[config.mk]
export PLATFORM = sky130hd
export DESIGN_NAME = fxp_mult_arbiter_flat
export DESIGN_NICKNAME = d
export VERILOG_FILES = /design/src/rtl/fxp_ctrl_pkg.sv /design/src/rtl/fxp_mult_arbiter_if.sv /design/src/rtl/fxp_mult_pipe.sv /design/src/rtl/fxp_mult_arbiter.sv /design/src/flat_wrapper.sv
export SDC_FILE = /design/constraint.sdc
export NUM_CORES = 1
export LEC_CHECK = 0
export CORE_UTILIZATION = 35
export CTS_BUF_LIST = sky130_fd_sc_hd__clkbuf_8
export DETAILED_ROUTE_END_ITERATION = 10
export GPL_TIMING_DRIVEN = 0
export RECOVER_POWER = 50
export SLEW_MARGIN = 20
export SYNTH_ARGS = -nofsm -noshare
export SYNTH_HDL_FRONTEND = slang
export SYNTH_SLANG_ARGS = --single-unit
export TNS_END_PERCENT = 5
[constraint.sdc]
create_clock -name clk -period 18.95 [get_ports clk]
set_clock_uncertainty 0.05 [all_clocks]
set_input_delay 3.79 -clock clk [delete_from_list [all_inputs] [get_ports clk]]
set_output_delay 3.79 -clock clk [all_outputs]
set_load 0.01 [all_outputs]
[src/rtl/fxp_ctrl_pkg.sv]
`default_nettype none
// +------------------------------------------------------------------+
// | fxp_ctrl_pkg : shared sizing rule and range check for the        |
// |                fixed-point multiplier arbiter                    |
// | Revision     : 1.0                                               |
// +------------------------------------------------------------------+
package fxp_ctrl_pkg;

  // Widest operand the range check supports; products are 2*MAX_W bits.
  localparam int unsigned MAX_W = 32;
  localparam int unsigned SW    = 2 * MAX_W;

  // One credit per pipeline stage plus one so the sustained stream never stalls.
  function automatic int unsigned fifo_depth(input int unsigned lat);
    return lat + 1;
  endfunction

  // 1 when the shifted product cannot be represented in w signed bits.
  function automatic logic range_ovf(input logic signed [SW-1:0] s, input int unsigned w);
    logic signed [SW-1:0] hi;
    logic signed [SW-1:0] lo;
    hi = (64'sd1 <<< (w - 1)) - 64'sd1;
    lo = -(64'sd1 <<< (w - 1));
    return (s > hi) || (s < lo);
  endfunction

endpackage
`default_nettype wire

[src/rtl/fxp_mult_arbiter_if.sv]
`default_nettype none
// +------------------------------------------------------------------+
// | fxp_mult_arbiter_if : request and response bundle of the shared  |
// |                       multiplier arbiter                         |
// | Revision            : 1.0                                        |
// +------------------------------------------------------------------+
interface fxp_mult_arbiter_if #(
  parameter int unsigned NREQ  = 4,
  parameter int unsigned WIDTH = 16,
  parameter int unsigned IDW   = 2
);
  logic [NREQ-1:0]       req_valid;
  logic [NREQ-1:0]       req_ready;
  logic [NREQ*WIDTH-1:0] req_a;
  logic [NREQ*WIDTH-1:0] req_b;
  logic                  rsp_valid;
  logic                  rsp_ready;
  logic [IDW-1:0]        rsp_id;
  logic [WIDTH-1:0]      rsp_data;
  logic                  rsp_ovf;

  modport master (
    output req_valid, req_a, req_b, rsp_ready,
    input  req_ready, rsp_valid, rsp_id, rsp_data, rsp_ovf
  );

  modport slave (
    input  req_valid, req_a, req_b, rsp_ready,
    output req_ready, rsp_valid, rsp_id, rsp_data, rsp_ovf
  );
endinterface
`default_nettype wire

[src/rtl/fxp_mult_pipe.sv]
`default_nettype none
// +------------------------------------------------------------------+
// | fxp_mult_pipe : LAT-stage signed multiply, arithmetic shift and  |
// |                 optional clamp (FXP_MULT_ARB_SATURATE_EN)        |
// | Revision      : 1.0                                              |
// +------------------------------------------------------------------+
module fxp_mult_pipe
  import fxp_ctrl_pkg::*;
#(
  parameter int unsigned WIDTH = 16,
  parameter int unsigned FRAC  = 8,
  parameter int unsigned LAT   = 3,
  parameter int unsigned IDW   = 2
) (
  input  logic             clk,
  input  logic             rst_n,
  input  logic             in_valid_i,
  input  logic [IDW-1:0]   in_id_i,
  input  logic [WIDTH-1:0] in_a_i,
  input  logic [WIDTH-1:0] in_b_i,
  output logic             out_valid_o,
  output logic [IDW-1:0]   out_id_o,
  output logic [WIDTH-1:0] out_data_o,
  output logic             out_ovf_o
);

  logic signed [2*WIDTH-1:0] prod;
  logic signed [2*WIDTH-1:0] shifted;
  logic signed [SW-1:0]      shifted_ext;
  logic                      ovf;
  logic [WIDTH-1:0]          res;

  logic [LAT-1:0]   v_q;
  logic [LAT-1:0]   ovf_q;
  logic [IDW-1:0]   id_q   [LAT];
  logic [WIDTH-1:0] data_q [LAT];

  assign prod        = (2*WIDTH)'($signed(in_a_i)) * (2*WIDTH)'($signed(in_b_i));
  assign shifted     = prod >>> FRAC;
  assign shifted_ext = SW'(shifted);
  assign ovf         = range_ovf(shifted_ext, WIDTH);

`ifdef FXP_MULT_ARB_SATURATE_EN
  always_comb begin
    res = shifted[WIDTH-1:0];
    if (ovf) begin
      res = shifted[2*WIDTH-1] ? {1'b1, {(WIDTH-1){1'b0}}} : {1'b0, {(WIDTH-1){1'b1}}};
    end
  end
`else
  assign res = shifted[WIDTH-1:0];
`endif

  always_ff @(posedge clk or negedge rst_n) begin
    if (!rst_n) begin
      v_q <= '0;
    end else begin
      v_q[0] <= in_valid_i;
      for (int i = 1; i < LAT; i++) v_q[i] <= v_q[i-1];
    end
  end

  // Payload needs no reset: it is only observed alongside its valid bit.
  always_ff @(posedge clk) begin
    id_q[0]   <= in_id_i;
    data_q[0] <= res;
    ovf_q[0]  <= ovf;
    for (int i = 1; i < LAT; i++) begin
      id_q[i]   <= id_q[i-1];
      data_q[i] <= data_q[i-1];
      ovf_q[i]  <= ovf_q[i-1];
    end
  end

  assign out_valid_o = v_q[LAT-1];
  assign out_id_o    = id_q[LAT-1];
  assign out_data_o  = data_q[LAT-1];
  assign out_ovf_o   = ovf_q[LAT-1];

endmodule
`default_nettype wire

[src/rtl/fxp_mult_arbiter.sv]
`default_nettype none
// +------------------------------------------------------------------+
// | fxp_mult_arbiter : round-robin sharing of one pipelined fixed-   |
// |   point multiplier; clamp option FXP_MULT_ARB_SATURATE_EN        |
// | Revision         : 1.0                                           |
// +------------------------------------------------------------------+
module fxp_mult_arbiter
  import fxp_ctrl_pkg::*;
#(
  parameter int unsigned NREQ  = 4,
  parameter int unsigned WIDTH = 16,
  parameter int unsigned FRAC  = 8,
  parameter int unsigned LAT   = 3,
  localparam int unsigned IDW  = (NREQ > 1) ? $clog2(NREQ) : 1
) (
  input  logic                clk,
  input  logic                rst_n,
  fxp_mult_arbiter_if.slave   bus
);

  localparam int unsigned DEPTH = fifo_depth(LAT);
  localparam int unsigned PTRW  = (DEPTH > 1) ? $clog2(DEPTH) : 1;
  localparam int unsigned CNTW  = $clog2(DEPTH + 1);

  typedef struct packed {
    logic [IDW-1:0]   id;
    logic [WIDTH-1:0] data;
    logic             ovf;
  } rsp_t;

  logic [IDW-1:0]   last_q, last_d;
  logic [CNTW-1:0]  outst_q, outst_d;
  logic [NREQ-1:0]  gnt;
  logic [IDW-1:0]   gnt_idx;
  logic [WIDTH-1:0] sel_a, sel_b;
  logic             can_issue, issue;

  logic             p_valid, p_ovf;
  logic [IDW-1:0]   p_id;
  logic [WIDTH-1:0] p_data;
  rsp_t             p_rsp, head;

  rsp_t             mem_q [DEPTH];
  logic [PTRW-1:0]  wr_q, wr_d, rd_q, rd_d;
  logic [CNTW-1:0]  cnt_q, cnt_d;
  logic             empty, rsp_xfer, fifo_wr, fifo_rd;

  function automatic logic [PTRW-1:0] ptr_inc(input logic [PTRW-1:0] p);
    return (p == PTRW'(DEPTH - 1)) ? '0 : p + PTRW'(1);
  endfunction

  // Search begins one past the last winner and wraps at NREQ-1.
  always_comb begin : arb
    logic [IDW-1:0] idx;
    idx     = '0;
    gnt     = '0;
    gnt_idx = '0;
    sel_a   = '0;
    sel_b   = '0;
    for (int unsigned k = 1; k <= NREQ; k++) begin
      idx = IDW'((32'(last_q) + k) % NREQ);
      if (gnt == '0 && bus.req_valid[idx]) begin
        gnt[idx] = 1'b1;
        gnt_idx  = idx;
        sel_a    = bus.req_a[idx*WIDTH +: WIDTH];
        sel_b    = bus.req_b[idx*WIDTH +: WIDTH];
      end
    end
  end

  assign can_issue     = outst_q < CNTW'(DEPTH);
  assign bus.req_ready = (rst_n && can_issue) ? gnt : '0;
  assign issue         = rst_n && can_issue && (gnt != '0);
  assign last_d        = issue ? gnt_idx : last_q;

  fxp_mult_pipe #(
    .WIDTH (WIDTH),
    .FRAC  (FRAC),
    .LAT   (LAT),
    .IDW   (IDW)
  ) u_pipe (
    .clk         (clk),
    .rst_n       (rst_n),
    .in_valid_i  (issue),
    .in_id_i     (gnt_idx),
    .in_a_i      (sel_a),
    .in_b_i      (sel_b),
    .out_valid_o (p_valid),
    .out_id_o    (p_id),
    .out_data_o  (p_data),
    .out_ovf_o   (p_ovf)
  );

  // An empty FIFO passes the pipe output straight through so latency stays LAT.
  assign p_rsp = '{id: p_id, data: p_data, ovf: p_ovf};
  assign empty = (cnt_q == '0);
  assign head  = empty ? p_rsp : mem_q[rd_q];

  assign bus.rsp_valid = !empty || p_valid;
  assign bus.rsp_id    = bus.rsp_valid ? head.id   : '0;
  assign bus.rsp_data  = bus.rsp_valid ? head.data : '0;
  assign bus.rsp_ovf   = bus.rsp_valid ? head.ovf  : 1'b0;

  assign rsp_xfer = bus.rsp_valid && bus.rsp_ready;
  assign fifo_wr  = p_valid && !(empty && bus.rsp_ready);
  assign fifo_rd  = rsp_xfer && !empty;
  assign wr_d     = fifo_wr ? ptr_inc(wr_q) : wr_q;
  assign rd_d     = fifo_rd ? ptr_inc(rd_q) : rd_q;
  assign cnt_d    = cnt_q + CNTW'(fifo_wr) - CNTW'(fifo_rd);

  always_comb begin
    outst_d = outst_q;
    if (issue && !rsp_xfer) begin
      outst_d = outst_q + CNTW'(1);
    end else if (!issue && rsp_xfer) begin
      outst_d = outst_q - CNTW'(1);
    end
  end

  always_ff @(posedge clk or negedge rst_n) begin
    if (!rst_n) begin
      last_q  <= IDW'(NREQ - 1);
      outst_q <= '0;
      wr_q    <= '0;
      rd_q    <= '0;
      cnt_q   <= '0;
    end else begin
      last_q  <= last_d;
      outst_q <= outst_d;
      wr_q    <= wr_d;
      rd_q    <= rd_d;
      cnt_q   <= cnt_d;
    end
  end

  always_ff @(posedge clk) begin
    if (fifo_wr) mem_q[wr_q] <= p_rsp;
  end

  a_fifo_no_overflow: assert property (@(posedge clk) disable iff (!rst_n)
    !(fifo_wr && !fifo_rd && (cnt_q == CNTW'(DEPTH))));

endmodule
`default_nettype wire
[src/flat_wrapper.sv]
// flat-port wrapper written by rule: the top's interface ports become plain ports
module fxp_mult_arbiter_flat import fxp_ctrl_pkg::*;
#(
  parameter int unsigned NREQ  = 4,
  parameter int unsigned WIDTH = 16,
  parameter int unsigned FRAC  = 8,
  parameter int unsigned LAT   = 3,
  localparam int unsigned IDW  = (NREQ > 1) ? $clog2(NREQ) : 1
)
  (clk, rst_n, bus_req_valid, bus_req_a, bus_req_b, bus_rsp_ready, bus_req_ready, bus_rsp_valid, bus_rsp_id, bus_rsp_data, bus_rsp_ovf);
  fxp_mult_arbiter_if #(.NREQ(NREQ), .WIDTH(WIDTH)) bus_i ();
  input  logic clk;
  input  logic rst_n;
  input wire logic [$bits(bus_i.req_valid)-1:0] bus_req_valid;
  input wire logic [$bits(bus_i.req_a)-1:0] bus_req_a;
  input wire logic [$bits(bus_i.req_b)-1:0] bus_req_b;
  input wire logic [$bits(bus_i.rsp_ready)-1:0] bus_rsp_ready;
  output wire logic [$bits(bus_i.req_ready)-1:0] bus_req_ready;
  output wire logic [$bits(bus_i.rsp_valid)-1:0] bus_rsp_valid;
  output wire logic [$bits(bus_i.rsp_id)-1:0] bus_rsp_id;
  output wire logic [$bits(bus_i.rsp_data)-1:0] bus_rsp_data;
  output wire logic [$bits(bus_i.rsp_ovf)-1:0] bus_rsp_ovf;
  assign bus_i.req_valid = bus_req_valid;
  assign bus_i.req_a = bus_req_a;
  assign bus_i.req_b = bus_req_b;
  assign bus_i.rsp_ready = bus_rsp_ready;
  assign bus_req_ready = bus_i.req_ready;
  assign bus_rsp_valid = bus_i.rsp_valid;
  assign bus_rsp_id = bus_i.rsp_id;
  assign bus_rsp_data = bus_i.rsp_data;
  assign bus_rsp_ovf = bus_i.rsp_ovf;
  fxp_mult_arbiter #(.NREQ(NREQ), .WIDTH(WIDTH), .FRAC(FRAC), .LAT(LAT)) u_core (.clk(clk), .rst_n(rst_n), .bus(bus_i));
endmodule
# ---- After elaboration in Yosys (flattened, before gate mapping)
# Memories as Yosys holds them, arrays and structs flattened.
# Cells that the tools add are included.
dict set report totals {
  wordCells 115
  ram_bits 130
  input_bits 135
  n_memories 3
  regBits 18
}
# memory words word_bits read_ports rd_clocked_by_memory_dff write_ports line
set memory_table {}
lappend memory_table {u_core.mem_q 4 19 1 0 1 fxp_mult_arbiter.sv:43} ;# rsp_t mem_q [DEPTH];
lappend memory_table {u_core.u_pipe.data_q 3 16 3 0 3 fxp_mult_pipe.sv:36} ;# logic [WIDTH-1:0] data_q [LAT];
lappend memory_table {u_core.u_pipe.id_q 3 2 3 0 3 fxp_mult_pipe.sv:35} ;# logic [IDW-1:0] id_q [LAT];
dict set report classes {
  order_cmp 11
  n_mux 43
  shift 8
  n_bitwise 3
  reduce_logical 27
  n_addsub 10
  eq_ne 2
  mul 1
}
# operator count
set ops {}
lappend ops {{$shiftx A64 B7 Y16} 8}
lappend ops {{$mux W16} 9}
lappend ops {{$mul A16 B16 Y32} 1}
lappend ops {{$gt A24 B16 Y1 const B} 1}
lappend ops {{$lt A24 B16 Y1 const B} 1}
lappend ops {{$mux W4} 5}
lappend ops {{$mux W19} 1}
lappend ops {{$logic_and A1 B1 Y1} 15}
lappend ops {{$mux W2} 7}
lappend ops {{$logic_not A4 Y1} 3}
lappend ops {{$lt A2 B3 Y1 const B} 4}
lappend ops {{$or A4 B4 Y4} 3}
lappend ops {{$mux W1} 11}
lappend ops {{$add A2 B1 Y2 const B} 4}
lappend ops {{$bmux W1 S2} 4}
lappend ops {{$demux W1 S2} 4}
lappend ops {{$ge A2 B1 Y1 const B} 4}
lappend ops {{$mux W3} 2}
lappend ops {{$add A2 B2 Y2 const B} 2}
lappend ops {{$eq A2 B2 Y1 const B} 2}
lappend ops {{$logic_not A1 Y1} 4}
lappend ops {{$reduce_bool A4 Y1} 1}
lappend ops {{$add A3 B1 Y3} 1}
lappend ops {{$add A3 B1 Y3 const B} 1}
lappend ops {{6 further kinds} 7}

# ---- Longest topological paths before layout
# Gate-level depths: netlist (run 1).
dict set report logic_depth {
  depth_word 21
  ltp_mapped 47
}

# ---- Cells and area by module
# From an unflattened synthesis (run 1), not the netlist that was laid out.
dict set report hier_totals {
  cells_unflattened 1851
  area_unflattened_um2 19149.6
}
# module cells_per_inst n_inst area_each_um2
set modules_own_cells {}
lappend modules_own_cells {fxp_mult_pipe 1149 1 11088.1}
lappend modules_own_cells {fxp_mult_arbiter 702 1 8061.5}

# ---- Least setup slack after synthesis (run 1)
# OpenSTA, ideal clock, no wires.
dict set report synth_path {
  path_type {input-to-reg}
  start {input bus_req_valid[1]}
  end {register u_core.u_pipe.ovf_q[0]}
  t_required_ns 18.775
  path_buffers 4
  setup_slack_ns 6.710
  arrival_ns 12.065
  stages 33
  path_cell_list {mux4_2 > a21boi_4 > o21a_1 > o32ai_1 > and2_1 > buf_4 > buf_2 > buf_1 > a21o_1 > clkbuf_1 > nand2_1 > fa_1 > inv_1 > fa_1 > fa_1 > fa_1 > fa_1 > inv_1 > fa_1 > inv_1 > ha_1 > a21oi_1 > o21bai_1 > a21o_1 > a21o_1 > a21oi_1 > and3_1 > nand3_2 > and3_1 > or3_4 > xor2_1 > and4bb_1 > mux2i_1}
}
dict set report synth_via {
  elab_chain_len 15
  word_cells_on_any_way 31
  classes_between {mul (1); order compare (2); mux (19); bitwise (2); reduce/logical (7)}
}
# item line
set synth_rtl {}
lappend synth_rtl {{from (decl)} flat_wrapper.sv:14} ;# input wire logic [$bits(bus_i.req_valid)-1:0] bus_req_valid;
lappend synth_rtl {{$bmux W1 S2} fxp_mult_arbiter.sv:62} ;# if (gnt == '0 && bus.req_valid[idx]) begin
lappend synth_rtl {{$mux W1 (not written as such)} fxp_mult_arbiter.sv:62}
lappend synth_rtl {{$mux W4} fxp_mult_arbiter.sv:62}
lappend synth_rtl {{$logic_not A4 Y1} fxp_mult_arbiter.sv:62}
lappend synth_rtl {{$logic_and A1 B1 Y1} fxp_mult_arbiter.sv:62}
lappend synth_rtl {{$mux W4} fxp_mult_arbiter.sv:62}
lappend synth_rtl {{$logic_not A4 Y1} fxp_mult_arbiter.sv:62}
lappend synth_rtl {{$logic_and A1 B1 Y1} fxp_mult_arbiter.sv:62}
lappend synth_rtl {{$mux W4} fxp_mult_arbiter.sv:62}
lappend synth_rtl {{$logic_not A4 Y1} fxp_mult_arbiter.sv:62}
lappend synth_rtl {{$logic_and A1 B1 Y1} fxp_mult_arbiter.sv:62}
lappend synth_rtl {{$mux W16} fxp_mult_arbiter.sv:62}
lappend synth_rtl {{$mul A16 B16 Y32 *} fxp_mult_pipe.sv:38} ;# assign prod = (2*WIDTH)'($signed(in_a_i)) * (2*WIDTH)'($signed(in_b_i));
lappend synth_rtl {{$gt A24 B16 Y1 or $lt A24 B16 Y1 (tied branches)} fxp_ctrl_pkg.sv:24} ;# return (s > hi) || (s < lo);
lappend synth_rtl {{$logic_or A1 B1 Y1 *} fxp_ctrl_pkg.sv:24}
lappend synth_rtl {{net u_core.u_pipe.ovf} fxp_mult_pipe.sv:30} ;# logic ovf;
lappend synth_rtl {{to (signal assigned)} fxp_mult_pipe.sv:67} ;# ovf_q[0] <= ovf;
lappend synth_rtl {{to (signal, indexed assignment)} fxp_mult_pipe.sv:71} ;# ovf_q[i] <= ovf_q[i-1];
lappend synth_rtl {{to (decl)} fxp_mult_pipe.sv:34} ;# logic [LAT-1:0] ovf_q;
# The timed path passes the listed nets; every way through them passes the cells marked *. The select of a mux whose other input is x is not followed.
# A chain may end at the register's enable or synchronous reset.

# ---- Worst setup path in the final report (run 1)
dict set report layout_path {
  start {register u_core.last_q[1]}
  end {register u_core.u_pipe.ovf_q[0]}
}
dict set report layout_via {
  elab_chain_len 18
  word_cells_on_any_way 58
  classes_between {add/sub (4); mul (1); order compare (8); shift (8); mux (25); bitwise (2); reduce/logical (10)}
}
# item line
set layout_rtl {}
lappend layout_rtl {{from (decl)} fxp_mult_arbiter.sv:31} ;# logic [IDW-1:0] last_q, last_d;
lappend layout_rtl {{from (signal assigned)} fxp_mult_arbiter.sv:122} ;# last_q <= IDW'(NREQ - 1);
lappend layout_rtl {{from (signal assigned)} fxp_mult_arbiter.sv:128} ;# last_q <= last_d;
lappend layout_rtl {{$add A2 B1 Y2} fxp_mult_arbiter.sv:61} ;# idx = IDW'((32'(last_q) + k) % NREQ);
lappend layout_rtl {{$lt A2 B3 Y1 (not written as such) or $ge A2 B1 Y1 (tied branches)} fxp_mult_arbiter.sv:63} ;# gnt[idx] = 1'b1;
lappend layout_rtl {{$logic_and A1 B1 Y1 (not written as such)} fxp_mult_arbiter.sv:63}
lappend layout_rtl {{$mux W1 (not written as such)} fxp_mult_arbiter.sv:63}
lappend layout_rtl {{$demux W1 S2} n/a}
lappend layout_rtl {{$mux W4} fxp_mult_arbiter.sv:62}
lappend layout_rtl {{$logic_not A4 Y1} fxp_mult_arbiter.sv:62}
lappend layout_rtl {{$logic_and A1 B1 Y1} fxp_mult_arbiter.sv:62}
lappend layout_rtl {{[... 3 more ...]} n/a}
lappend layout_rtl {{$mux W4} fxp_mult_arbiter.sv:62}
lappend layout_rtl {{$logic_not A4 Y1} fxp_mult_arbiter.sv:62}
lappend layout_rtl {{$logic_and A1 B1 Y1} fxp_mult_arbiter.sv:62}
lappend layout_rtl {{$mux W16} fxp_mult_arbiter.sv:62}
lappend layout_rtl {{$mul A16 B16 Y32 *} fxp_mult_pipe.sv:38}
lappend layout_rtl {{$gt A24 B16 Y1 or $lt A24 B16 Y1 (tied branches)} fxp_ctrl_pkg.sv:24}
lappend layout_rtl {{$logic_or A1 B1 Y1 *} fxp_ctrl_pkg.sv:24}
lappend layout_rtl {{net u_core.u_pipe.ovf} fxp_mult_pipe.sv:30}
# Marks and branches as above.

==> results.json, run 1 <==
{
  "overflow": 0,
  "ios": 159,
  "grt_antenna_before_repair": 1,
  "floorplan.initialDensity_pct": 35.6,
  "first_pass_iters": 6,
  "synth.yosys.warnings": 0,
  "outcome": "finished, final reports clean",
  "core.rowCount": 85,
  "clk_latency_ns": 0.43,
  "track_usage_pct": 20.5,
  "critical_path_peak_fanout": 10,
  "wire_length_of_the_first_global_routing_pass_mm": 89.1,
  "port-buffer-count": 158,
  "grt.met1_usage_pct": 27.5,
  "totalWireLength_mm": 56.1,
  "first_global_vias": 15800,
  "cts_buffers": 17,
  "dpl.hpwl_mm": 45.5,
  "critPathMostFrequentCell": "inv_1",
  "grt.met3_usage_pct": 2.86,
  "postCtsHoldBufs": 0,
  "grt_setup_unrepaired": "no",
  "detailedRoute.firstIterationViolations": 1145,
  "synth_edf_count": 76,
  "die_width_um": 237,
  "root_buffer": "clkbuf_8",
  "synthTopCellsByCount": "inv_1 (335), fa_1 (264), nand2_1 (231)",
  "avgRoutedWirePerCell_um": 20.2,
  "postSynthAreaPerCell_um2": 10.2,
  "most_frequent_cell_after_synthesis": "inv_1",
  "drt.antenna.violating_nets": 0,
  "clk_pin_slew_ns": 0.09,
  "dominantRegCellSynth": "edfxtp_1",
  "die_height_um": 237,
  "layout-area-overhead-vs-synth_pct": 14.9,
  "drc_errors": 0,
  "place_congestion": 0.944,
  "cp.arrival_ns": 15.88,
  "cts_max_path_buffers": 2,
  "synthCells": 1885,
  "critical-path-max-stage-delay_ns": 0.86,
  "htree_levels": 4,
  "maxSlewHeadroom_pct": 19.7,
  "critical_path.slowest_cell": "fa_1",
  "crit_type": "reg2reg",
  "syn_area_um2": 19300,
  "grt_start_max_net_pins": 20,
  "timing_worst_slew_pin_value_ns": 1.19,
  "yosys.cell_types.count": 78,
  "worstSetupStartpointType": "flop",
  "hp-class": "reg2reg",
  "global_route_track_usage_on_met2_pct": 34.5,
  "synthDominantAreaCellType": "fa_1",
  "area_of_the_die_um2": 56100,
  "proportion_of_synthesized_flip_flops_having_asynchronous_set_or_reset_pct": 10.1,
  "timing_hold_violations_final": 0,
  "max_freq_mhz": 64.1,
  "post-route-min-period_ns": 15.60,
  "final_period_utilization_pct": 82.3,
  "coreArea_um2": 54100,
  "clock_sink_count": 148,
  "yosys.area.top_type_share_pct": 27.4,
  "postSynthRegisterBits": 148,
  "globalRoute.busiestLayer": "met2",
  "post_cts_buffers": 0,
  "dr_total_vias": 14911,
  "crit_required_ns": 19.22,
  "max-cap-violations": 0,
  "drive_gt1_share_pct": 11.2,
  "seq_area_frac_synth_pct": 19.7,
  "setup-violations-final": 0,
  "endpoint_kind": "flop",
  "synth_fp_nets": 2378,
  "finish.net_count": 2558,
  "vias_per_cell": 5.37,
  "synth_area_leaders": "fa_1 (27%), mux4_2 (13%), edfxtp_1 (12%)",
  "ctsResizeCount": 0,
  "finalSetupTns_ns": 0,
  "tritoncts_clock_tree": "built",
  "slew_violations": 0
}
[per-stage QoR]
step	instances	util (%)	cell area [um^2]	setup WS (ns)	hold WS [ns]
floorplan	1885	-	19300	6.71	0.260
global placement	2739	40.2	21700	3.45	0.261
detailed placement	2742	40.3	21800	3.69	0.262
CTS	2774	41.0	22200	3.62	0.282
global route	2774	41.0	22200	2.63	0.283
finish	2775	41.0	22200	3.35	0.280
[worst paths after layout]
kind | slack (ns) | from | cells past startpoint | end
max | 3.35 | u_core.last_q[1]$_DFFE_PN1P_ | 41 | u_core.u_pipe.ovf_q[0]$_DFF_P_
min | 0.28 | u_core.u_pipe.data_q[0][19]$_DFF_P_ | 0 | u_core.u_pipe.data_q[0][35]$_DFF_P_
max reg2reg | 3.35 | u_core.last_q[1]$_DFFE_PN1P_ | 41 | u_core.u_pipe.ovf_q[0]$_DFF_P_
min reg2reg | 0.28 | u_core.u_pipe.data_q[0][19]$_DFF_P_ | 0 | u_core.u_pipe.data_q[0][35]$_DFF_P_
max in group asynchronous | 14.49 | rst_n | 1 | u_core.rd_q[1]$_DFFE_PN0P_
min in group asynchronous | 3.84 | rst_n | 1 | u_core.u_pipe.v_q[1]$_DFF_PN0_
[cell families after synthesis]
| family | count (synthesis) | share of synthesized area (%) |
|---|---|---|
| AO/OA/AOI/OAI | 253 | 9.00 |
| XOR/XNOR | 32 | 1.49 |
| adder cells (fa/ha/maj) | 358 | 33.5 |
| buffers and inverters | 435 | 8.83 |
| flip-flops | 148 | 19.7 |
| multiplexers | 159 | 15.5 |
| AND/OR/NAND/NOR | 500 | 12.0 |
[cell type report]
type	count	area, um^2
Fill cell	5272	32000
Multi-Input combinational cell	1302	13800
Sequential cell	148	3800
Timing Repair Buffer	161	1600
Inverter	336	1260
Tap cell	696	871
Buffer	99	443
Clock buffer	17	234
Clock inverter	15	123
Antenna cell	1	2.50
[metal layers]
layer	vias up	wire length, um
met5	-	0
met4	0	1310
met3	93	4110
met2	712	26700
met1	7452	24000
li1	6654	-
[critical path, delay by kind of cell (launching register included)]
kind / cells / cell delay, ns
mux: 2 / 0.97
buf+inv: 17 / 5.74
simple gates: 8 / 1.60
xor+xnor: 1 / 0.42
flops: 1 / 0.59
fa+ha+maj: 8 / 4.12
compound gates: 5 / 1.94
[flip-flops by register name, indices dropped and copies added (netlist names)]
signal	cells
u_core.rd_q	2
u_core.u_pipe.data_q	48
u_core.wr_q	2
u_core.u_pipe.v_q	3
u_core.outst_q	3
u_core.u_pipe.ovf_q	3
u_core.u_pipe.id_q	6
u_core.cnt_q	3
u_core.last_q	2
u_core.mem_q	76
[layout by cell type (no fill, tap or decap), types with 55 or more instances in the layout]
cell	instances
dfxtp_1	57
nand2_1	231
clkdlybuf4s50_1	157
mux4_2	109
fa_1	264
ha_1	94
clkbuf_1	55
edfxtp_1	76
o21ai_0	71
and2_1	70
inv_1	336
nor2_1	91
Power of run 1 is left out: the tool's default activity adds up to more than one toggle a clock period on the data nets, which glitch-free logic cannot reach.
==> run 2, diff against run 1 <==
- clock period: 18.95 -> 16.2 ns (I/O delays scaled with it)
==> run 2 against run 1 <==
  * Routed wire length is essentially flat
  * Utilization is essentially flat
  * Highest routed layer unchanged
  * Global-route usage is the same
  * Maximum frequency grew 1.1%
  * Worst setup slack lost 2.6 ns
  * Sequential share of layout area is essentially flat
  * Die area is the same
  * Critical endpoint unchanged
  * Final cell count is the same
  * Sequential cell count is the same
==> results.json, run 2 (synthesis gave the netlist of run 1 again) <==
{
  "outcome": "finished, final reports clean",
  "drc_errors": 0,
  "timing_hold_violations_final": 0,
  "finish.utilization_pct": 41.0,
  "setup-violations-final": 0,
  "final_period_utilization_pct": 95.2,
  "root_buffer": "clkbuf_8",
  "worstSetupStartpointType": "flop",
  "critical_path.slowest_cell": "fa_1",
  "dpl.hpwl_mm": 45.5,
  "drive_gt1_share_pct": 11.3,
  "critical_path_peak_fanout": 10,
  "dr_total_vias": 14946,
  "cp.arrival_ns": 15.69,
  "port-buffer-count": 158,
  "postCtsHoldBufs": 0,
  "cts_buffers": 17,
  "die_height_um": 237,
  "avgRoutedWirePerCell_um": 20.2,
  "met1Wirelength_mm": 24.2,
  "grt_setup_unrepaired": "no",
  "critPathMostFrequentCell": "inv_1",
  "drt.antenna.violating_nets": 0,
  "overflow": 0,
  "ios": 159,
  "first_pass_iters": 6,
  "crit_family": "buffers and inverters",
  "clock_sink_count": 148,
  "dp_cells": 2742,
  "wl_met2_mm": 26.7,
  "htree_levels": 4,
  "track_usage_pct": 20.5,
  "timing_worst_slew_pin_value_ns": 1.16,
  "final_non_filler_cell_total": 2775,
  "layout.cells.most_common": "inv_1",
  "crit_required_ns": 16.46,
  "max-cap-violations": 0,
  "wire_length_of_the_first_global_routing_pass_mm": 89.1,
  "maxSlewHeadroom_pct": 22.3,
  "cts_max_path_buffers": 2,
  "clk_pin_slew_ns": 0.09,
  "floorplan.initialDensity_pct": 35.6,
  "first_global_vias": 15800,
  "tritoncts_clock_tree": "built",
  "layout.cell_area.non_filler_um2": 22200,
  "reg.largest.list": "u_core.mem_q x76, u_core.u_pipe.data_q x48, u_core.u_pipe.id_q x6",
  "layout_common_cells": "inv_1 (336), fa_1 (264), nand2_1 (231)",
  "max_flop_register": "u_core.mem_q",
  "post-route-min-period_ns": 15.43,
  "dr.max_layer_used": "met4",
  "grt_start_max_net_pins": 20,
  "endpoint_kind": "flop",
  "finalSetupTns_ns": 0,
  "die_width_um": 237,
  "largest_register_ffs": 76,
  "cp.buffers_inverters": 17,
  "critical-path-max-stage-delay_ns": 0.86,
  "finish.net_count": 2558,
  "core.rowCount": 85,
  "post_dp_area_um2": 21800,
  "detailedRoute.firstIterationViolations": 1140,
  "grt_antenna_before_repair": 1,
  "totalWireLength_mm": 56.2,
  "max_freq_mhz": 64.8,
  "place_congestion": 0.944,
  "vias_per_cell": 5.39,
  "slew_violations": 0,
  "coreArea_um2": 54100,
  "met3_length_mm": 4.00,
  "clk_latency_ns": 0.43,
  "crit_type": "reg2reg",
  "hp-class": "reg2reg",
  "area_of_the_die_um2": 56100,
  "layout-area-overhead-vs-synth_pct": 14.9
}
==> run 2: layout make-up <==
type	instances	area, um^2
antenna	1	2.50
buffer	99	444
clock buffer	17	234
clock inverter	15	123
fill	5275	32000
inverter	336	1260
multi-input combinational	1302	13800
sequential	148	3800
tap	696	871
timing repair buffer	161	1600
==> run 2: worst paths after layout <==
kind / cells past startpoint / from / end / slack, ns
max in group asynchronous: 1 / rst_n / u_core.wr_q[0]$_DFFE_PN0P_ / 12.29
min: 0 / u_core.u_pipe.data_q[0][19]$_DFF_P_ / u_core.u_pipe.data_q[0][35]$_DFF_P_ / 0.28
max reg2reg: 41 / u_core.last_q[1]$_DFFE_PN1P_ / u_core.u_pipe.ovf_q[0]$_DFF_P_ / 0.77
min in group asynchronous: 1 / rst_n / u_core.u_pipe.v_q[1]$_DFF_PN0_ / 3.29
min reg2reg: 0 / u_core.u_pipe.data_q[0][19]$_DFF_P_ / u_core.u_pipe.data_q[0][35]$_DFF_P_ / 0.28
max: 41 / u_core.last_q[1]$_DFFE_PN1P_ / u_core.u_pipe.ovf_q[0]$_DFF_P_ / 0.77
==> run 2: what timing repair did <==
action                                  CTS  global route
buffers inserted                          0             0
gates resized for setup                   0             2
endpoints found under the setup margin    0             1
==> run 2: layer usage <==
metal / up-vias / GRT usage [%]
met3: 85 / 2.86
met5: - / 0
met1: 7515 / 27.5
met2: 697 / 34.5
met4: 0 / 5.47
li1: 6649 / -
==> run 2: through the flow <==
stage / hold WS (ns) / setup WS [ns]
5_1_grt: 0.283 / 0.114
3_5_place_dp: 0.262 / 0.944
2_1_floorplan: 0.260 / 4.51
4_1_cts: 0.282 / 0.871
3_3_place_gp: 0.261 / 0.697
6_report: 0.280 / 0.774
Power of run 2 is left out for the same reason.
==> run 3, diff against run 2 <==
- RECOVER_POWER: 50 -> 100
==> run 3 against run 2 <==
  * Critical path type unchanged
  * Critical endpoint unchanged
  * Sequential cell count is the same
  * Global-route usage is the same
  * Worst setup slack lost 0.029 ns
  * Routed wire length grew 0.18%
  * Sequential share of layout area is essentially flat
  * Register-to-register slack lost 0.03 ns
  * The run now ends with capacitance limit, slew limit left
  * Final area shrank 0.21%
  * Clock-buffer cell count is the same
==> results.json, run 3 (synthesis gave the netlist of run 1 again) <==
{
  "first_global_vias": 15800,
  "finalSetupTns_ns": 0,
  "dr_total_vias": 15028,
  "antennaDiodeCount": 0,
  "layout-area-overhead-vs-synth_pct": 14.7,
  "drt.antenna.violating_nets": 0,
  "avgRoutedWirePerCell_um": 20.3,
  "endpoint_kind": "flop",
  "timing_worst_slew_pin_value_ns": 1.53,
  "first_pass_iters": 6,
  "root_buffer": "clkbuf_8",
  "overflow": 0,
  "timing_hold_violations_final": 0,
  "max-cap-violations": 2,
  "ios": 159,
  "largest_register_ffs": 76,
  "critical_path.slowest_cell": "fa_1",
  "grt_start_max_net_pins": 20,
  "crit_required_ns": 16.47,
  "wire_length_of_the_first_global_routing_pass_mm": 89.1,
  "crit_type": "reg2reg",
  "coreArea_um2": 54100,
  "path_depth": 41,
  "outcome": "complete, but fails checks",
  "hp-class": "reg2reg",
  "dpl.hpwl_mm": 45.5,
  "grt_antenna_before_repair": 1,
  "ctsResizeCount": 0,
  "tritoncts_clock_tree": "built",
  "drive_gt1_share_pct": 10.8,
  "detailedRoute.firstIterationViolations": 1151,
  "clk_pin_slew_ns": 0.09,
  "failed_checks": "capacitance limit, slew limit",
  "holdPathStages": 0,
  "worstSetupStartpointType": "flop",
  "r2r_setup_slack_ns": 0.75,
  "final_period_utilization_pct": 95.4,
  "crit_family": "buffers and inverters",
  "cts_buffers": 17,
  "critical-path-max-stage-delay_ns": 0.86,
  "postCtsHoldBufs": 0,
  "clock_sink_count": 148,
  "die_width_um": 237,
  "final.fill_count": 5284,
  "htree_levels": 4,
  "maxSlewHeadroom_pct": -2.14,
  "slew_violations": 40,
  "area_of_the_die_um2": 56100,
  "clk_latency_ns": 0.43,
  "max_freq_mhz": 64.7,
  "critical_path_peak_fanout": 10,
  "max_flop_register": "u_core.mem_q",
  "totalWireLength_mm": 56.3,
  "cp.arrival_ns": 15.72,
  "vias_per_cell": 5.42,
  "layout.cells.most_common": "inv_1",
  "reg.largest.list": "u_core.mem_q x76, u_core.u_pipe.data_q x48, u_core.u_pipe.id_q x6",
  "post_cts_buffers": 0,
  "post-route-min-period_ns": 15.45,
  "grt_setup_unrepaired": "no",
  "port-buffer-count": 158,
  "track_usage_pct": 20.5,
  "worst-r2r-cell-count": 41,
  "core.rowCount": 85,
  "drc_errors": 0,
  "cp.buffers_inverters": 17,
  "finish.net_count": 2558,
  "cts_max_path_buffers": 2,
  "layout_common_cells": "inv_1 (336), fa_1 (264), nand2_1 (231)",
  "setup-violations-final": 0,
  "place_congestion": 0.944,
  "floorplan.initialDensity_pct": 35.6,
  "die_height_um": 237
}
[run 3: final timing paths]
kind                                                     startpoint                             endpoint
worst max-delay path                   u_core.last_q[1]$_DFFE_PN1P_       u_core.u_pipe.ovf_q[0]$_DFF_P_
min in group asynchronous                                     rst_n       u_core.u_pipe.v_q[1]$_DFF_PN0_
worst min-delay path            u_core.u_pipe.data_q[0][19]$_DFF_P_  u_core.u_pipe.data_q[0][35]$_DFF_P_
max in group asynchronous                                     rst_n           u_core.wr_q[0]$_DFFE_PN0P_
worst min register to register  u_core.u_pipe.data_q[0][19]$_DFF_P_  u_core.u_pipe.data_q[0][35]$_DFF_P_
worst max register to register         u_core.last_q[1]$_DFFE_PN1P_       u_core.u_pipe.ovf_q[0]$_DFF_P_
[run 3: layer usage]
metal  GRT usage (%)  part of all wire, %
met5               0                    0
met1            27.5                   43
met4            5.47                  2.4
met3            2.86                  7.6
met2            34.5                   47
[run 3: area by class of cell]
cell class                      count  area (um^2)  area share (%)
Sequential cell                   148         3800            17.2
Buffer                             99          439            1.98
Clock inverter                     15          123           0.554
Clock buffer                       17          234            1.06
Multi-Input combinational cell   1302        13800            62.3
Inverter                          336         1260            5.70
Timing Repair Buffer              161         1600            7.25
Tap cell                          696          871            3.94
[run 3: metrics by stage]
step | hold WS (ns) | cell area, um^2 | instances | setup slack [ns] | util [%]
after floorplan | 0.260 | 19300 | 1885 | 4.51 | -
after global placement | 0.261 | 21700 | 2739 | 0.697 | 40.2
after detailed placement | 0.262 | 21800 | 2742 | 0.944 | 40.3
after CTS | 0.282 | 22200 | 2774 | 0.871 | 41.0
after global routing | 0.283 | 22100 | 2774 | 0.0701 | 40.9
final | 0.280 | 22100 | 2774 | 0.745 | 40.9
Power of run 3 is left out for the same reason.
